==> src/rtl/nat_pkg.sv <==
// rtl/nat_pkg.sv - shared parse-state, protocol and tuple word-order definitions
package nat_pkg;

  typedef enum logic [2:0] {
    S_W0,
    S_HDR,
    S_OPT,
    S_L4,
    S_DRAIN
  } parse_state_e;

  localparam logic [7:0] PROTO_TCP = 8'd6;
  localparam logic [7:0] PROTO_UDP = 8'd17;

  // Word order of an emitted tuple, as consumed by the connection-lookup stage
  localparam logic [1:0] TW_SRCIP = 2'd0;
  localparam logic [1:0] TW_DSTIP = 2'd1;
  localparam logic [1:0] TW_PORTS = 2'd2;
  localparam logic [1:0] TW_PROTO = 2'd3;

  function automatic logic is_l4_proto(input logic [7:0] proto, input logic [7:0] tcp,
                                       input logic [7:0] udp);
    return (proto == tcp) || (proto == udp);
  endfunction

endpackage

==> src/rtl/nat_sat_counter.sv <==
// rtl/nat_sat_counter.sv - saturating event counter, holds at all-ones
module nat_sat_counter #(
  parameter int CNT_W = 16
) (
  input  logic             clk,
  input  logic             rst_n,
  input  logic             inc_i,
  output logic [CNT_W-1:0] count_o
);

  logic [CNT_W-1:0] count_q, count_d;

  always_comb begin
    count_d = count_q;
    if (inc_i && (count_q != {CNT_W{1'b1}})) count_d = count_q + 1'b1;
  end

  always_ff @(posedge clk) begin
    if (!rst_n) count_q <= '0;
    else        count_q <= count_d;
  end

  assign count_o = count_q;

endmodule

==> src/rtl/tuple_extractor.sv <==
// rtl/tuple_extractor.sv - IPv4 word-stream parser emitting the TCP/UDP 5-tuple
module tuple_extractor #(
  parameter int         CNT_W     = 16,
  parameter logic [7:0] PROTO_TCP = nat_pkg::PROTO_TCP,
  parameter logic [7:0] PROTO_UDP = nat_pkg::PROTO_UDP
) (
  input  logic             clk,
  input  logic             rst_n,
  input  logic             pkt_valid_i,
  input  logic [31:0]      pkt_data_i,
  input  logic             pkt_last_i,
  output logic             pkt_ready_o,
  output logic             tuple_valid_o,
  output logic [31:0]      tuple_data_o,
  input  logic             tuple_ready_i,
  output logic [CNT_W-1:0] pkt_count_o,
  output logic [CNT_W-1:0] drop_count_o
);
  import nat_pkg::*;

  parse_state_e state_q, state_d;
  logic [3:0]   idx_q, idx_d, ihl_q, ihl_d;
  logic         bad_q, bad_d;
  logic [7:0]   proto_q, proto_d;
  logic [31:0]  src_q, src_d, dst_q, dst_d;

  // Emit set is separate so the next header can be parsed while a tuple drains
  logic [31:0]  e_src_q, e_src_d, e_dst_q, e_dst_d, e_ports_q, e_ports_d;
  logic [7:0]   e_proto_q, e_proto_d;
  logic         pending_q, pending_d;
  logic [1:0]   out_idx_q, out_idx_d;

  logic acc, emit_hs, pkt_inc, drop_inc;

  assign pkt_ready_o   = !((state_q == S_L4) && pending_q);
  assign acc           = pkt_valid_i && pkt_ready_o;
  assign emit_hs       = pending_q && tuple_ready_i;
  assign tuple_valid_o = pending_q;

  always_comb begin
    tuple_data_o = e_src_q;
    case (out_idx_q)
      TW_SRCIP: tuple_data_o = e_src_q;
      TW_DSTIP: tuple_data_o = e_dst_q;
      TW_PORTS: tuple_data_o = e_ports_q;
      TW_PROTO: tuple_data_o = {24'b0, e_proto_q};
      default:  tuple_data_o = e_src_q;
    endcase
  end

  always_comb begin
    state_d   = state_q;
    idx_d     = idx_q;
    ihl_d     = ihl_q;
    bad_d     = bad_q;
    proto_d   = proto_q;
    src_d     = src_q;
    dst_d     = dst_q;
    e_src_d   = e_src_q;
    e_dst_d   = e_dst_q;
    e_ports_d = e_ports_q;
    e_proto_d = e_proto_q;
    pending_d = pending_q;
    out_idx_d = out_idx_q;
    pkt_inc   = 1'b0;
    drop_inc  = 1'b0;

    if (emit_hs) begin
      out_idx_d = out_idx_q + 2'd1;
      if (out_idx_q == TW_PROTO) pending_d = 1'b0;
    end

    if (acc) begin
      idx_d = idx_q + 4'd1;
      case (state_q)
        S_W0: begin
          ihl_d   = pkt_data_i[27:24];
          bad_d   = (pkt_data_i[31:28] != 4'd4) || (pkt_data_i[27:24] < 4'd5);
          idx_d   = 4'd1;
          state_d = S_HDR;
        end
        S_HDR: begin
          if (idx_q == 4'd2) begin
            proto_d = pkt_data_i[23:16];
            if (!is_l4_proto(pkt_data_i[23:16], PROTO_TCP, PROTO_UDP)) bad_d = 1'b1;
          end
          if (idx_q == 4'd3) src_d = pkt_data_i;
          if (idx_q == 4'd4) begin
            dst_d = pkt_data_i;
            // An illegal IHL below 5 is already marked bad; treat it like 5 so it reaches S_L4
            state_d = (ihl_q <= 4'd5) ? S_L4 : S_OPT;
          end
        end
        S_OPT: begin
          if (idx_q == ihl_q - 4'd1) state_d = S_L4;
        end
        S_L4: begin
          if (!bad_q) begin
            e_src_d   = src_q;
            e_dst_d   = dst_q;
            e_ports_d = {pkt_data_i[15:0], pkt_data_i[31:16]};
            e_proto_d = proto_q;
            pending_d = 1'b1;
            out_idx_d = TW_SRCIP;
            pkt_inc   = 1'b1;
          end else begin
            drop_inc  = 1'b1;
          end
          state_d = S_DRAIN;
        end
        default: ;
      endcase
      if (pkt_last_i) begin
        state_d = S_W0;
        if ((state_q == S_W0) || (state_q == S_HDR) || (state_q == S_OPT)) drop_inc = 1'b1;
      end
    end
  end

  always_ff @(posedge clk) begin
    if (!rst_n) begin
      state_q   <= S_W0;
      idx_q     <= '0;
      ihl_q     <= '0;
      bad_q     <= 1'b0;
      proto_q   <= '0;
      src_q     <= '0;
      dst_q     <= '0;
      e_src_q   <= '0;
      e_dst_q   <= '0;
      e_ports_q <= '0;
      e_proto_q <= '0;
      pending_q <= 1'b0;
      out_idx_q <= '0;
    end else begin
      state_q   <= state_d;
      idx_q     <= idx_d;
      ihl_q     <= ihl_d;
      bad_q     <= bad_d;
      proto_q   <= proto_d;
      src_q     <= src_d;
      dst_q     <= dst_d;
      e_src_q   <= e_src_d;
      e_dst_q   <= e_dst_d;
      e_ports_q <= e_ports_d;
      e_proto_q <= e_proto_d;
      pending_q <= pending_d;
      out_idx_q <= out_idx_d;
    end
  end

  nat_sat_counter #(.CNT_W(CNT_W)) u_pkt_cnt (
    .clk     (clk),
    .rst_n   (rst_n),
    .inc_i   (pkt_inc),
    .count_o (pkt_count_o)
  );

  nat_sat_counter #(.CNT_W(CNT_W)) u_drop_cnt (
    .clk     (clk),
    .rst_n   (rst_n),
    .inc_i   (drop_inc),
    .count_o (drop_count_o)
  );

endmodule
==> config.mk <==
export PLATFORM = sky130hd
export DESIGN_NAME = tuple_extractor
export DESIGN_NICKNAME = d
export VERILOG_FILES = /design/src/rtl/nat_pkg.sv /design/src/rtl/nat_sat_counter.sv /design/src/rtl/tuple_extractor.sv
export SDC_FILE = /design/constraint.sdc
export NUM_CORES = 1
export LEC_CHECK = 0
export CORE_MARGIN = 2
export CORE_UTILIZATION = 25
export DETAILED_ROUTE_END_ITERATION = 10
export DONT_BUFFER_PORTS = 1
export GPL_TIMING_DRIVEN = 1
export PLACE_DENSITY = 0.39
export SETUP_SLACK_MARGIN = 0.5
export SLEW_MARGIN = 15
export SYNTH_ARGS = -nofsm -noshare
export SYNTH_HDL_FRONTEND = slang
export SYNTH_SLANG_ARGS = --single-unit
==> constraint.sdc <==
create_clock -name clk -period 5.8 [get_ports clk]
set_clock_uncertainty 0.05 [all_clocks]
set_input_delay 1.45 -clock clk [delete_from_list [all_inputs] [get_ports clk]]
set_output_delay 1.45 -clock clk [all_outputs]
set_load 0.005 [all_outputs]
==> flow_metrics.tcl <==
set metrics [dict create \
    critPathSlowestCell "o21ai_0" \
    start_util 0.253 \
    tightest_slew_ns 0.956 \
    max_freq_mhz 261 \
    internal_power_mw 2.65 \
    postCtsHoldBufs 0 \
    swShare 0.219 \
    drive_gt1_frac 0.0614 \
    drt_iter0_markers 514 \
    wl_per_cell_um 18.6 \
    yosys-top-cells-area "dfxtp_1 48%, nand2_1 16%, a21oi_1 9.7%" \
    setup_slack_ns 1.97 \
    final_max_slew_viol_count 0 \
    grt_setup_unrepaired "false" \
    via_count 7700 \
    drtPass1Iterations 7 \
    power_leakage_nw 3.35 \
    nets 1167 \
    cap_violations 0 \
    hpwlAfterDp_mm 18.3 \
    clk_pin_slew_worst_paths_ns 0.06 \
    cp_cell_sequence "inv_1, ha_1, buf_4, a22oi_1, o21ai_0" \
    grt_max_degree 178 \
    first_global_vias 7285 \
    synth_area_per_cell_sq_um 7.92 \
    max_stage_delay_ns 0.54 \
    powerDensity_nw_per_um2 322 \
    core-area_sq_um 36400 \
    die_h_um 196 \
    setup.worst_path.start_class "register" \
    clock_power_share 0.526 \
    clockBufferDepth 3 \
    grt_pass1_wl_mm 46.3 \
    netlist-cell-type-count 60 \
    dp_cells 1558 \
    synth_nets 1211 \
    syn_to_final_growth_pct 14.3 \
    p_switching_mw 0.744 \
    cts_tree "done" \
    pre_cts_ws_ns 2.21 \
    viasPerCell 4.79 \
    root_buffer "clkbuf_16" \
    routed_wl_mm 29.9 \
    min_path_type "reg2reg" \
    hold_viol_final 0 \
    clk_latency_ns 0.55 \
    gr-total-overflow 0 \
    post-cts-setup-buffers 0 \
    peakVddDrop_mv 0.167 \
    cts_buffers 27 \
    yosys_warnings 0 \
    yosys.area.top_type "dfxtp_1" \
    seqPwrFrac 0.455 \
    outcome "finished, final reports clean" \
    fin_crit_ns 3.83 \
    io_buffers 0 \
    yosysSeqAreaShare 0.485 \
    critical_path.max_fanout 32 \
    clock-sinks 223 \
    die_w_um 196 \
    layout.cells.most_common "nand2_1" \
    dieArea_sq_um 38400 \
    synth-edff-count 0 \
    power_frac_comb 0.019 \
    mostFrequentLayoutCells "385 x nand2_1, 223 x dfxtp_1, 178 x a21oi_1" \
    gp_congestion 0.703 \
    async_flop_share 0 \
    fin_cells 1608 \
    max_slew_margin 0.363 \
    critical_path_class "reg2out" \
    fin_tns_setup_ns 0 \
    ant_nets 0 \
    rows 70 \
    ys_seq_elements 223 \
    grt_use_total 0.154 \
    yosys.area.top_type_share 0.485 \
    crit_required_ns 4.30 \
    syn_area_sq_um 9210 \
    antenna_found_initial 0 \
    ctsResizeCount 0 \
    syn_inst 1163 \
    worstPathArrival_ns 2.33 \
    setup_viol 0 \
    fin_crit_sh 0.660 \
    n_antenna_cell 0 \
    ios 103 \
    ys.flop_type "dfxtp_1" \
    drc 0 \
    crit_path_end_kind "primary output" \
    htreeDepth 1 \
]
through the flow:
stage	hold slack [ns]	utilization	instance area (sq um)	total power, mW
after floorplan	0.382	-	9210	1.63
after global placement	0.390	0.263	9570	1.64
after detailed placement	0.394	0.263	9570	1.64
after CTS	0.403	0.289	10500	3.46
after global routing	0.414	0.289	10500	3.52
final	0.400	0.289	10500	3.39
synth_stat cells (8+ instances only):
| library cell | instances |
|---|---|
| a21oi_1 | 178 |
| o21ai_0 | 31 |
| a22oi_1 | 24 |
| a222oi_1 | 8 |
| clkbuf_1 | 61 |
| nand3_1 | 13 |
| mux2i_1 | 22 |
| nand2_1 | 386 |
| buf_2 | 14 |
| xor2_1 | 8 |
| inv_1 | 19 |
| nor2_1 | 39 |
| xnor2_1 | 22 |
| ha_1 | 11 |
| dfxtp_1 | 223 |
worst max-delay path, delay by kind of cell (launching register included):
| kind | cells | cell delay [ns] |
|---|---|---|
| compound gates | 2 | 0.68 |
| fa+ha+maj | 1 | 0.17 |
| buf+inv | 2 | 0.59 |
| flops | 1 | 0.33 |
registers in the layout (all words and copies together) (netlist names), 3 cells and up:
name	count
e_proto_q	8
dst_q	32
e_ports_q	32
u_drop_cnt.count_o	16
e_src_q	32
ihl_q	4
state_q	3
idx_q	4
src_q	32
e_dst_q	32
u_pkt_cnt.count_o	16
proto_q	8
logic make-up (layout without fill, tap and decap cells):
family	count (synthesis)	count (layout)	synth area share
AO/OA/AOI/OAI	274	274	0.173
XOR/XNOR	30	30	0.0285
adder cells (fa/ha/maj)	11	11	0.0149
buffers and inverters	101	78	0.0439
flip-flops	223	223	0.485
multiplexers	22	22	0.0239
AND/OR/NAND/NOR	502	502	0.232
power groups by stage:
stage	combinational, mW	sequential (mW)	clock [mW]
3_3_place_gp	0.0650	1.58	0
6_report	0.0640	1.55	1.79
5_1_grt	0.0714	1.55	1.91
4_1_cts	0.0652	1.54	1.85
3_5_place_dp	0.0650	1.58	0
2_1_floorplan	0.0525	1.58	0
cell type report:
class,count,area [sq um]
repair buffers,8,76.3
well taps,468,586
clock buffers,39,801
flip-flops and latches,223,4460
clock inverters,11,148
inverters,20,80.1
multi-input cells,839,4380
fillers,3916,25900
worst paths after layout:
kind / slack, ns / depth (start not counted) / to / start
setup reg to reg: 2.84 / 5 / e_src_q[6] / state_q[1]
hold reg to reg: 0.40 / 2 / e_dst_q[16] / dst_q[16]
setup / recovery: 1.97 / 5 / tuple_data_o[19] / out_idx_q[0]
hold / removal: 0.40 / 2 / e_dst_q[16] / dst_q[16]
per-layer routing:
metal	share of wire	up-vias	wire (um)	track usage
met3	0.056	37	1660	0.0304
li1	-	3850	-	-
met2	0.46	143	13600	0.243
met1	0.47	3670	14000	0.214
met5	0	-	0	0
met4	0.020	0	609	0.0404
Note: power is estimated with default switching activity, not from simulation.
